File: src/rtl/psum_accum_pad.sv
// psum_accum_pad: partial-sum accumulation pad for a PE.
// A product is accepted into a one-deep stage register, summed into the
// addressed pad entry on the following edge and, when it closes an
// accumulation, the sum is pushed into a 2-entry result FIFO.
// Optional build macro: PSUM_SAT_EN -- saturating arithmetic plus a sticky
// o_sat flag. Without it, sums wrap modulo 2^DW and o_sat is absent.
module psum_accum_pad #(
    parameter int DEPTH = 16,
    parameter int PW    = 16,
    parameter int DW    = 20,
    parameter int AW    = $clog2(DEPTH)
) (
    input  logic          i_clk,
    input  logic          i_rst,
    input  logic          i_clr,
    input  logic          Prod_rdy,
    output logic          Prod_ack,
    input  logic [PW-1:0] i_prod,
    input  logic [AW-1:0] i_paddr,
    input  logic          i_first,
    input  logic          i_last,
    output logic          Psum_rdy,
    input  logic          Psum_ack,
    output logic [DW-1:0] o_psum,
    output logic [AW-1:0] o_paddr,
    output logic          o_busy
`ifdef PSUM_SAT_EN
    ,
    output logic          o_sat
`endif
);

`ifdef PSUM_SAT_EN
    localparam logic [DW-1:0] SUM_MAX = {1'b0, {(DW-1){1'b1}}};
    localparam logic [DW-1:0] SUM_MIN = {1'b1, {(DW-1){1'b0}}};
`endif

    // ------------------------------------------------------------------
    // State
    // ------------------------------------------------------------------
    logic                 s1_valid_q, s1_valid_d;
    logic [AW-1:0]        s1_addr_q,  s1_addr_d;
    logic signed [PW-1:0] s1_prod_q,  s1_prod_d;
    logic                 s1_first_q, s1_first_d;
    logic                 s1_last_q,  s1_last_d;

    logic [DW-1:0]        pad_q [DEPTH];
    logic [DW-1:0]        pad_d [DEPTH];

    logic [DW-1:0]        fifo_psum_q [2];
    logic [DW-1:0]        fifo_psum_d [2];
    logic [AW-1:0]        fifo_addr_q [2];
    logic [AW-1:0]        fifo_addr_d [2];
    logic                 rd_ptr_q, rd_ptr_d;
    logic                 wr_ptr_q, wr_ptr_d;
    logic [1:0]           fifo_cnt_q, fifo_cnt_d;

    // ------------------------------------------------------------------
    // Handshake and datapath nets
    // ------------------------------------------------------------------
    logic                 pend_s;
    logic [1:0]           occ_s;
    logic                 prod_fire_s;
    logic                 push_s;
    logic                 pop_s;
    logic [DW-1:0]        pad_rd_s;
    logic signed [DW-1:0] base_s;
    logic signed [DW-1:0] prod_ext_s;
    logic signed [DW-1:0] sum_wrap_s;
    logic signed [DW-1:0] sum_s;
`ifdef PSUM_SAT_EN
    logic                 ovf_s;
    logic                 sat_q, sat_d;
`endif

    // A result still sitting in stage 1 already owns a FIFO slot, so the
    // acceptance check counts it. Only registered state feeds this, which
    // keeps Prod_ack free of any path from Prod_rdy. The i_rst term holds
    // the acknowledge low for the whole reset assertion.
    assign pend_s      = s1_valid_q & s1_last_q;
    assign occ_s       = fifo_cnt_q + {1'b0, pend_s};
    assign Prod_ack    = i_rst & ~i_clr & (occ_s < 2'd2);
    assign prod_fire_s = Prod_rdy & Prod_ack;

    assign push_s      = s1_valid_q & s1_last_q;
    assign pop_s       = (fifo_cnt_q != 2'd0) & Psum_ack;

    assign Psum_rdy    = (fifo_cnt_q != 2'd0);
    assign o_psum      = fifo_psum_q[rd_ptr_q];
    assign o_paddr     = fifo_addr_q[rd_ptr_q];
    assign o_busy      = s1_valid_q | (fifo_cnt_q != 2'd0);

    // Stage-1 capture: load on an accepted product, otherwise empty out
    always_comb begin
        s1_valid_d = s1_valid_q;
        s1_addr_d  = s1_addr_q;
        s1_prod_d  = s1_prod_q;
        s1_first_d = s1_first_q;
        s1_last_d  = s1_last_q;
        if (i_clr) begin
            s1_valid_d = 1'b0;
            s1_addr_d  = {AW{1'b0}};
            s1_prod_d  = {PW{1'b0}};
            s1_first_d = 1'b0;
            s1_last_d  = 1'b0;
        end else if (prod_fire_s) begin
            s1_valid_d = 1'b1;
            s1_addr_d  = i_paddr;
            s1_prod_d  = i_prod;
            s1_first_d = i_first;
            s1_last_d  = i_last;
        end else begin
            s1_valid_d = 1'b0;
        end
    end

    // Accumulate: read the addressed entry (0 when out of range), add the
    // sign-extended product, optionally clamp on signed overflow
    always_comb begin
        pad_rd_s = {DW{1'b0}};
        for (int i = 0; i < DEPTH; i++) begin
            if (s1_addr_q == AW'(i)) begin
                pad_rd_s = pad_q[i];
            end else begin
                pad_rd_s = pad_rd_s;
            end
        end
        if (s1_first_q) begin
            base_s = {DW{1'b0}};
        end else begin
            base_s = pad_rd_s;
        end
        prod_ext_s = DW'(s1_prod_q);
        sum_wrap_s = base_s + prod_ext_s;
`ifdef PSUM_SAT_EN
        // Overflow only when both operands share a sign the result lost
        ovf_s = (base_s[DW-1] == prod_ext_s[DW-1]) &&
                (sum_wrap_s[DW-1] != base_s[DW-1]);
        if (ovf_s) begin
            if (base_s[DW-1]) begin
                sum_s = SUM_MIN;
            end else begin
                sum_s = SUM_MAX;
            end
        end else begin
            sum_s = sum_wrap_s;
        end
`else
        sum_s = sum_wrap_s;
`endif
    end

    // Pad write-back; an out-of-range address matches no entry, so it is
    // dropped here while the result path still carries the sum
    always_comb begin
        for (int i = 0; i < DEPTH; i++) begin
            if (i_clr) begin
                pad_d[i] = {DW{1'b0}};
            end else if (s1_valid_q && (s1_addr_q == AW'(i))) begin
                pad_d[i] = sum_s;
            end else begin
                pad_d[i] = pad_q[i];
            end
        end
    end

    // Result FIFO: push from stage 1, pop on Psum handshake, both allowed
    // on the same edge (count unchanged, pointers keep order)
    always_comb begin
        fifo_psum_d = fifo_psum_q;
        fifo_addr_d = fifo_addr_q;
        rd_ptr_d    = rd_ptr_q;
        wr_ptr_d    = wr_ptr_q;
        fifo_cnt_d  = fifo_cnt_q;
        if (i_clr) begin
            for (int j = 0; j < 2; j++) begin
                fifo_psum_d[j] = {DW{1'b0}};
                fifo_addr_d[j] = {AW{1'b0}};
            end
            rd_ptr_d   = 1'b0;
            wr_ptr_d   = 1'b0;
            fifo_cnt_d = 2'd0;
        end else begin
            if (push_s) begin
                fifo_psum_d[wr_ptr_q] = sum_s;
                fifo_addr_d[wr_ptr_q] = s1_addr_q;
            end else begin
                fifo_psum_d = fifo_psum_q;
            end
            wr_ptr_d   = wr_ptr_q ^ push_s;
            rd_ptr_d   = rd_ptr_q ^ pop_s;
            fifo_cnt_d = fifo_cnt_q + {1'b0, push_s} - {1'b0, pop_s};
        end
    end

    // Stage-1 and FIFO registers
    always_ff @(posedge i_clk or negedge i_rst) begin
        if (!i_rst) begin
            s1_valid_q <= 1'b0;
            s1_addr_q  <= {AW{1'b0}};
            s1_prod_q  <= {PW{1'b0}};
            s1_first_q <= 1'b0;
            s1_last_q  <= 1'b0;
            for (int j = 0; j < 2; j++) begin
                fifo_psum_q[j] <= {DW{1'b0}};
                fifo_addr_q[j] <= {AW{1'b0}};
            end
            rd_ptr_q   <= 1'b0;
            wr_ptr_q   <= 1'b0;
            fifo_cnt_q <= 2'd0;
        end else begin
            s1_valid_q  <= s1_valid_d;
            s1_addr_q   <= s1_addr_d;
            s1_prod_q   <= s1_prod_d;
            s1_first_q  <= s1_first_d;
            s1_last_q   <= s1_last_d;
            fifo_psum_q <= fifo_psum_d;
            fifo_addr_q <= fifo_addr_d;
            rd_ptr_q    <= rd_ptr_d;
            wr_ptr_q    <= wr_ptr_d;
            fifo_cnt_q  <= fifo_cnt_d;
        end
    end

    // Pad register file; reset discards every partial sum
    always_ff @(posedge i_clk or negedge i_rst) begin
        if (!i_rst) begin
            for (int i = 0; i < DEPTH; i++) begin
                pad_q[i] <= {DW{1'b0}};
            end
        end else begin
            for (int i = 0; i < DEPTH; i++) begin
                pad_q[i] <= pad_d[i];
            end
        end
    end

`ifdef PSUM_SAT_EN
    // Sticky saturation flag, cleared only by i_clr or reset
    always_comb begin
        if (i_clr) begin
            sat_d = 1'b0;
        end else if (s1_valid_q && ovf_s) begin
            sat_d = 1'b1;
        end else begin
            sat_d = sat_q;
        end
    end

    // Saturation flag register
    always_ff @(posedge i_clk or negedge i_rst) begin
        if (!i_rst) begin
            sat_q <= 1'b0;
        end else begin
            sat_q <= sat_d;
        end
    end

    assign o_sat = sat_q;
`endif

endmodule

File: config.mk
export PLATFORM = sky130hd
export DESIGN_NAME = psum_accum_pad
export DESIGN_NICKNAME = d
export VERILOG_FILES = /design/src/rtl/psum_accum_pad.sv
export SDC_FILE = /design/constraint.sdc
export NUM_CORES = 1
export LEC_CHECK = 0
export ABC_AREA = 1
export CAP_MARGIN = 20
export CORE_ASPECT_RATIO = 1.25
export CORE_UTILIZATION = 45
export CTS_CLUSTER_DIAMETER = 120
export DETAILED_ROUTE_END_ITERATION = 8
export GPL_TIMING_DRIVEN = 0
export PLACE_DENSITY_LB_ADDON = 0.25
export SYNTH_ARGS = -nofsm -noshare
export SYNTH_HDL_FRONTEND = slang
export SYNTH_SLANG_ARGS = --single-unit
File: constraint.sdc
create_clock -name i_clk -period 4.12 [get_ports i_clk]
set_input_delay 0.618 -clock i_clk [delete_from_list [all_inputs] [get_ports i_clk]]
set_output_delay 0.618 -clock i_clk [all_outputs]
set_load 0.03 [all_outputs]
==> key figures <==
Die
  • Initial Util: 45.95%
  • Die width: 183.7 um
  • Die area: 42090 sq um
  • # IOs: 54
  • Die height: 229.1 um
  • Core box area: 40420 sq um
  • Row cnt: 82

Setup path
  • Max incr delay on CP: 470 ps
  • Crit end category: register
  • Crit path kind: register to register
  • Crit path max fanout: 10
  • CP startpoint: s1_addr_q[1]
  • Reg-to-reg critical path endpoint: pad_q[92]
  • Required time worst endpoint: 4590 ps
  • Worst path slowest cell: dfrtp_2
  • Worst-path cell chain: inv_4, nor2_4, nand2_4, buf_6, buf_12, o21ai_4, nand4_1, a21oi_2, nand3_2, nor3b_4, nand4_1, nor2_2, nor2_4, ha_4, nand2_4, nor3_4, nand3_2, nand3_2, a21oi_2, o21bai_2, xor2_2, nand2_4, clkbuf_16, o21ai_4
  • Crit path DAT: 5190 ps
  • Reg-to-reg startpoint: s1_addr_q[1]
  • Reg-to-reg slack, setup: -600 ps
  • Startpoint Class: register
  • R2R cell count: 24
  • Worst path bufs/invs: 4
  • CP top delay family: simple AND/OR/NAND/NOR gates

GRT
  • First-pass GRT wire length: 99350 um
  • Maximum number of pins on one net before global-route repair: 122
  • GRT Overall Usage: 31.50%
  • Number of global-route vias before repair: 16420
  • Gr ovfl total: 0
  • Initial antenna violation count: 2

Timing
  • Tmin final: 4721 ps
  • Relative slew slack: 29.72%
  • Fmax: 211.8 MHz
  • Tcrit/Tclk final: 114.6%
  • Final hold violations: 0
  • Unrepaired setup endpoints after global routing: true
  • PnR worst setup slack: -601.1 ps
  • Max-slew violation count: 0
  • Final setup fails: 290
  • Worst slew pin tran: 1054 ps
  • Skew final: 20.44 ps
  • Final setup TNS: -101400 ps

Hold path
  • Hold Path Class: input pin to async pin

Logic synthesis
  • Ys async rst share: 100.0%
  • Post-Syn Area per Cell: 8.251 sq um
  • YS warnings: 0
  • Top_reg_cell synth: dfrtp_1
  • Post-Syn Instances: 2251
  • Post-synth EDFFs: 0
  • Mapped Nets: 2300
  • Synthesized area: 18570 sq um
  • Sequential area share after synthesis: 53.22%
  • Number of synthesized register bits: 395
  • Unique cell type count in the Yosys netlist: 54

Job
  • Max-Cap Viols: 0

Detailed routing
  • Drt pass-1 iters: 6
  • Wire per inst: 22.38 um
  • DR iter-0 viols: 1837
  • DRC: 0
  • Final WL: 67440 um
  • Post-route ant nets: 0
  • Via count: 17230
  • Via density: 5.719

Clocking
  • Num CTS Buffers: 41
  • H-Tree Level Count: 2
  • CTS max path bufs: 3
  • Clock Latency Late Sink: 560 ps
  • CTS hold repair buffers: 0
  • CTS tree: yes
  • Clock transition at path regs: 60 ps
  • Root buf cell: clkbuf_16
  • Clock sink count: 395

Power
  • Logic pwr share: 26.3%
  • Internal Power: 0.007639 W
  • Worst vdd ir: 0.2595 mV
  • Clk pwr share: 32.3%
  • Pwr dens: 490.2 nW/um^2
  • Pleak: 10.80 nW
  • Power Total: 0.01155 W
  • Switching part of the total: 33.87%
  • Net Sw Power: 0.003912 W
  • Reg power frac: 41.4%

Placed design
  • Port-buffer cells: 53
  • GP Congestion: 0.9279
  • Post-DP Area: 19870 sq um
  • Pre-CTS setup slack: -2368 ps
  • Dpl hpwl: 43910 um

Run status
  • Failing checks: negative setup slack
  • Outcome: finished, violations left

Layout
  • Post-Layout Inst Area: 23560 sq um
  • Core Util, Final: 58.29%
  • # diodes: 0
  • Area growth syn-to-layout: 26.87%
  • Proportion of layout cells with a drive suffix above 1: 18.97%
  • Final Net Count: 2488
## state kept, by name (all words and copies together), names as in the netlist, 2 cells and up
signal / cells
pad_q: 320
fifo_psum_q: 40
s1_prod_q: 16
fifo_addr_q: 8
s1_addr_q: 4
fifo_cnt_q: 2
## per-layer routing
layer	part of all wire [%]	vias to the layer above	global-route usage [%]
li1	-	7740	-
met5	0.027	-	0
met3	7.9	178	5.295
met2	47	856	50.94
met1	39	8454	40.38
met4	5.8	2	16.61
## placed cells by master (no fill, tap or decap), drive strengths merged, types with 2 or more instances in the layout
master         count
nand2            758
dfrtp            395
o21ai            388
inv              155
clkbuf           154
buf              125
nor2             114
nand3             75
nand4             67
a21oi             57
clkdlybuf4s50     52
ha                21
o31ai             20
o22ai             15
clkinv            12
xor2               9
nor3               8
xnor2              7
clkinvlp           5
o221ai             5
nor3b              4
or2                4
bufinv             3
and3               2
o2111ai            2
o21bai             2
## layout make-up
type	count	area, sq um
plain buffers	129	768.2
clock buffers	57	1139
clock inverters	14	158.9
fillers	3509	16860
inverters	161	628.1
multi-input cells	1566	8733
flip-flops and latches	395	9887
well taps	546	683.2
repair buffers	145	1567
## power by group through the flow
stage               logic [W]  registers (W)  clock network (W)
CTS                   0.00268        0.00475            0.00373
floorplan             0.00123        0.00473                  0
global placement      0.00209        0.00480                  0
global route          0.00320        0.00484            0.00389
finish                0.00304        0.00478            0.00373
detailed placement    0.00215        0.00480                  0
## kinds of logic after synthesis
logic type                 Yosys count  synth area share, %
adders and majority gates           22                1.522
AOI/OAI and AO/OA                  495                14.65
DFF                                395                53.22
xor gates and xnor gates            16               0.9971
and+or+nand+nor                   1033                23.36
buffers and inverters              290                6.252
## cell usage after synthesis (2+ instances only)
library cell  count  share of area [%]
a21oi_1          56                1.5
and3_1            2              0.067
buf_1             4              0.081
buf_2            25               0.67
buf_4             2              0.081
buf_6             3               0.18
clkbuf_1         94                1.9
clkinv_1          3              0.061
dfrtp_1         395                 53
ha_1             21                1.4
inv_1           153                3.1
inv_2             5               0.10
nand2_1         748                 15
nand2_2          10               0.34
nand3_1          61                1.6
nand3_2          13               0.70
nand4_1          66                2.2
nor2_1          105                2.1
nor2_2            8               0.27
nor3_1            5               0.13
nor3_2            3               0.16
nor3b_1           3               0.12
o2111ai_1         2              0.094
o21ai_0         345                9.3
o21ai_1          31               0.84
o21ai_2          10               0.47
o21ai_4           2               0.18
o221ai_1          5               0.24
o22ai_1          15               0.51
o31ai_1          11               0.44
o31ai_2           9               0.61
or2_1             2              0.067
or2_2             2              0.067
xnor2_1           6               0.28
xor2_1            7               0.33
## worst max path at each step
stage,to,slack (ps),depth (start not counted)
CTS,pad_q[92],-480,25
detailed placement,pad_q[10],-2370,20
global placement,s1_prod_q[11],-14960,1
global route,pad_q[96],-650,28
floorplan,fifo_psum_q[34],530,22
finish,pad_q[92],-600,24
## repair_timing
action | in CTS | in global routing
pin swaps | 34 | 83
setup buffers | 50 | 31
gates resized for setup | 263 | 167
cloned | 5 | 3
endpoints found under the setup margin | 350 | 333
## stage by stage
stage	std cells	hold slack [ps]
global route	3013	96.29
floorplan	2251	322.4
CTS	2979	64.46
finish	3013	62.48
global placement	2850	460.5
detailed placement	2853	463.3
No activity file was read; power rests on OpenSTA's default activity.
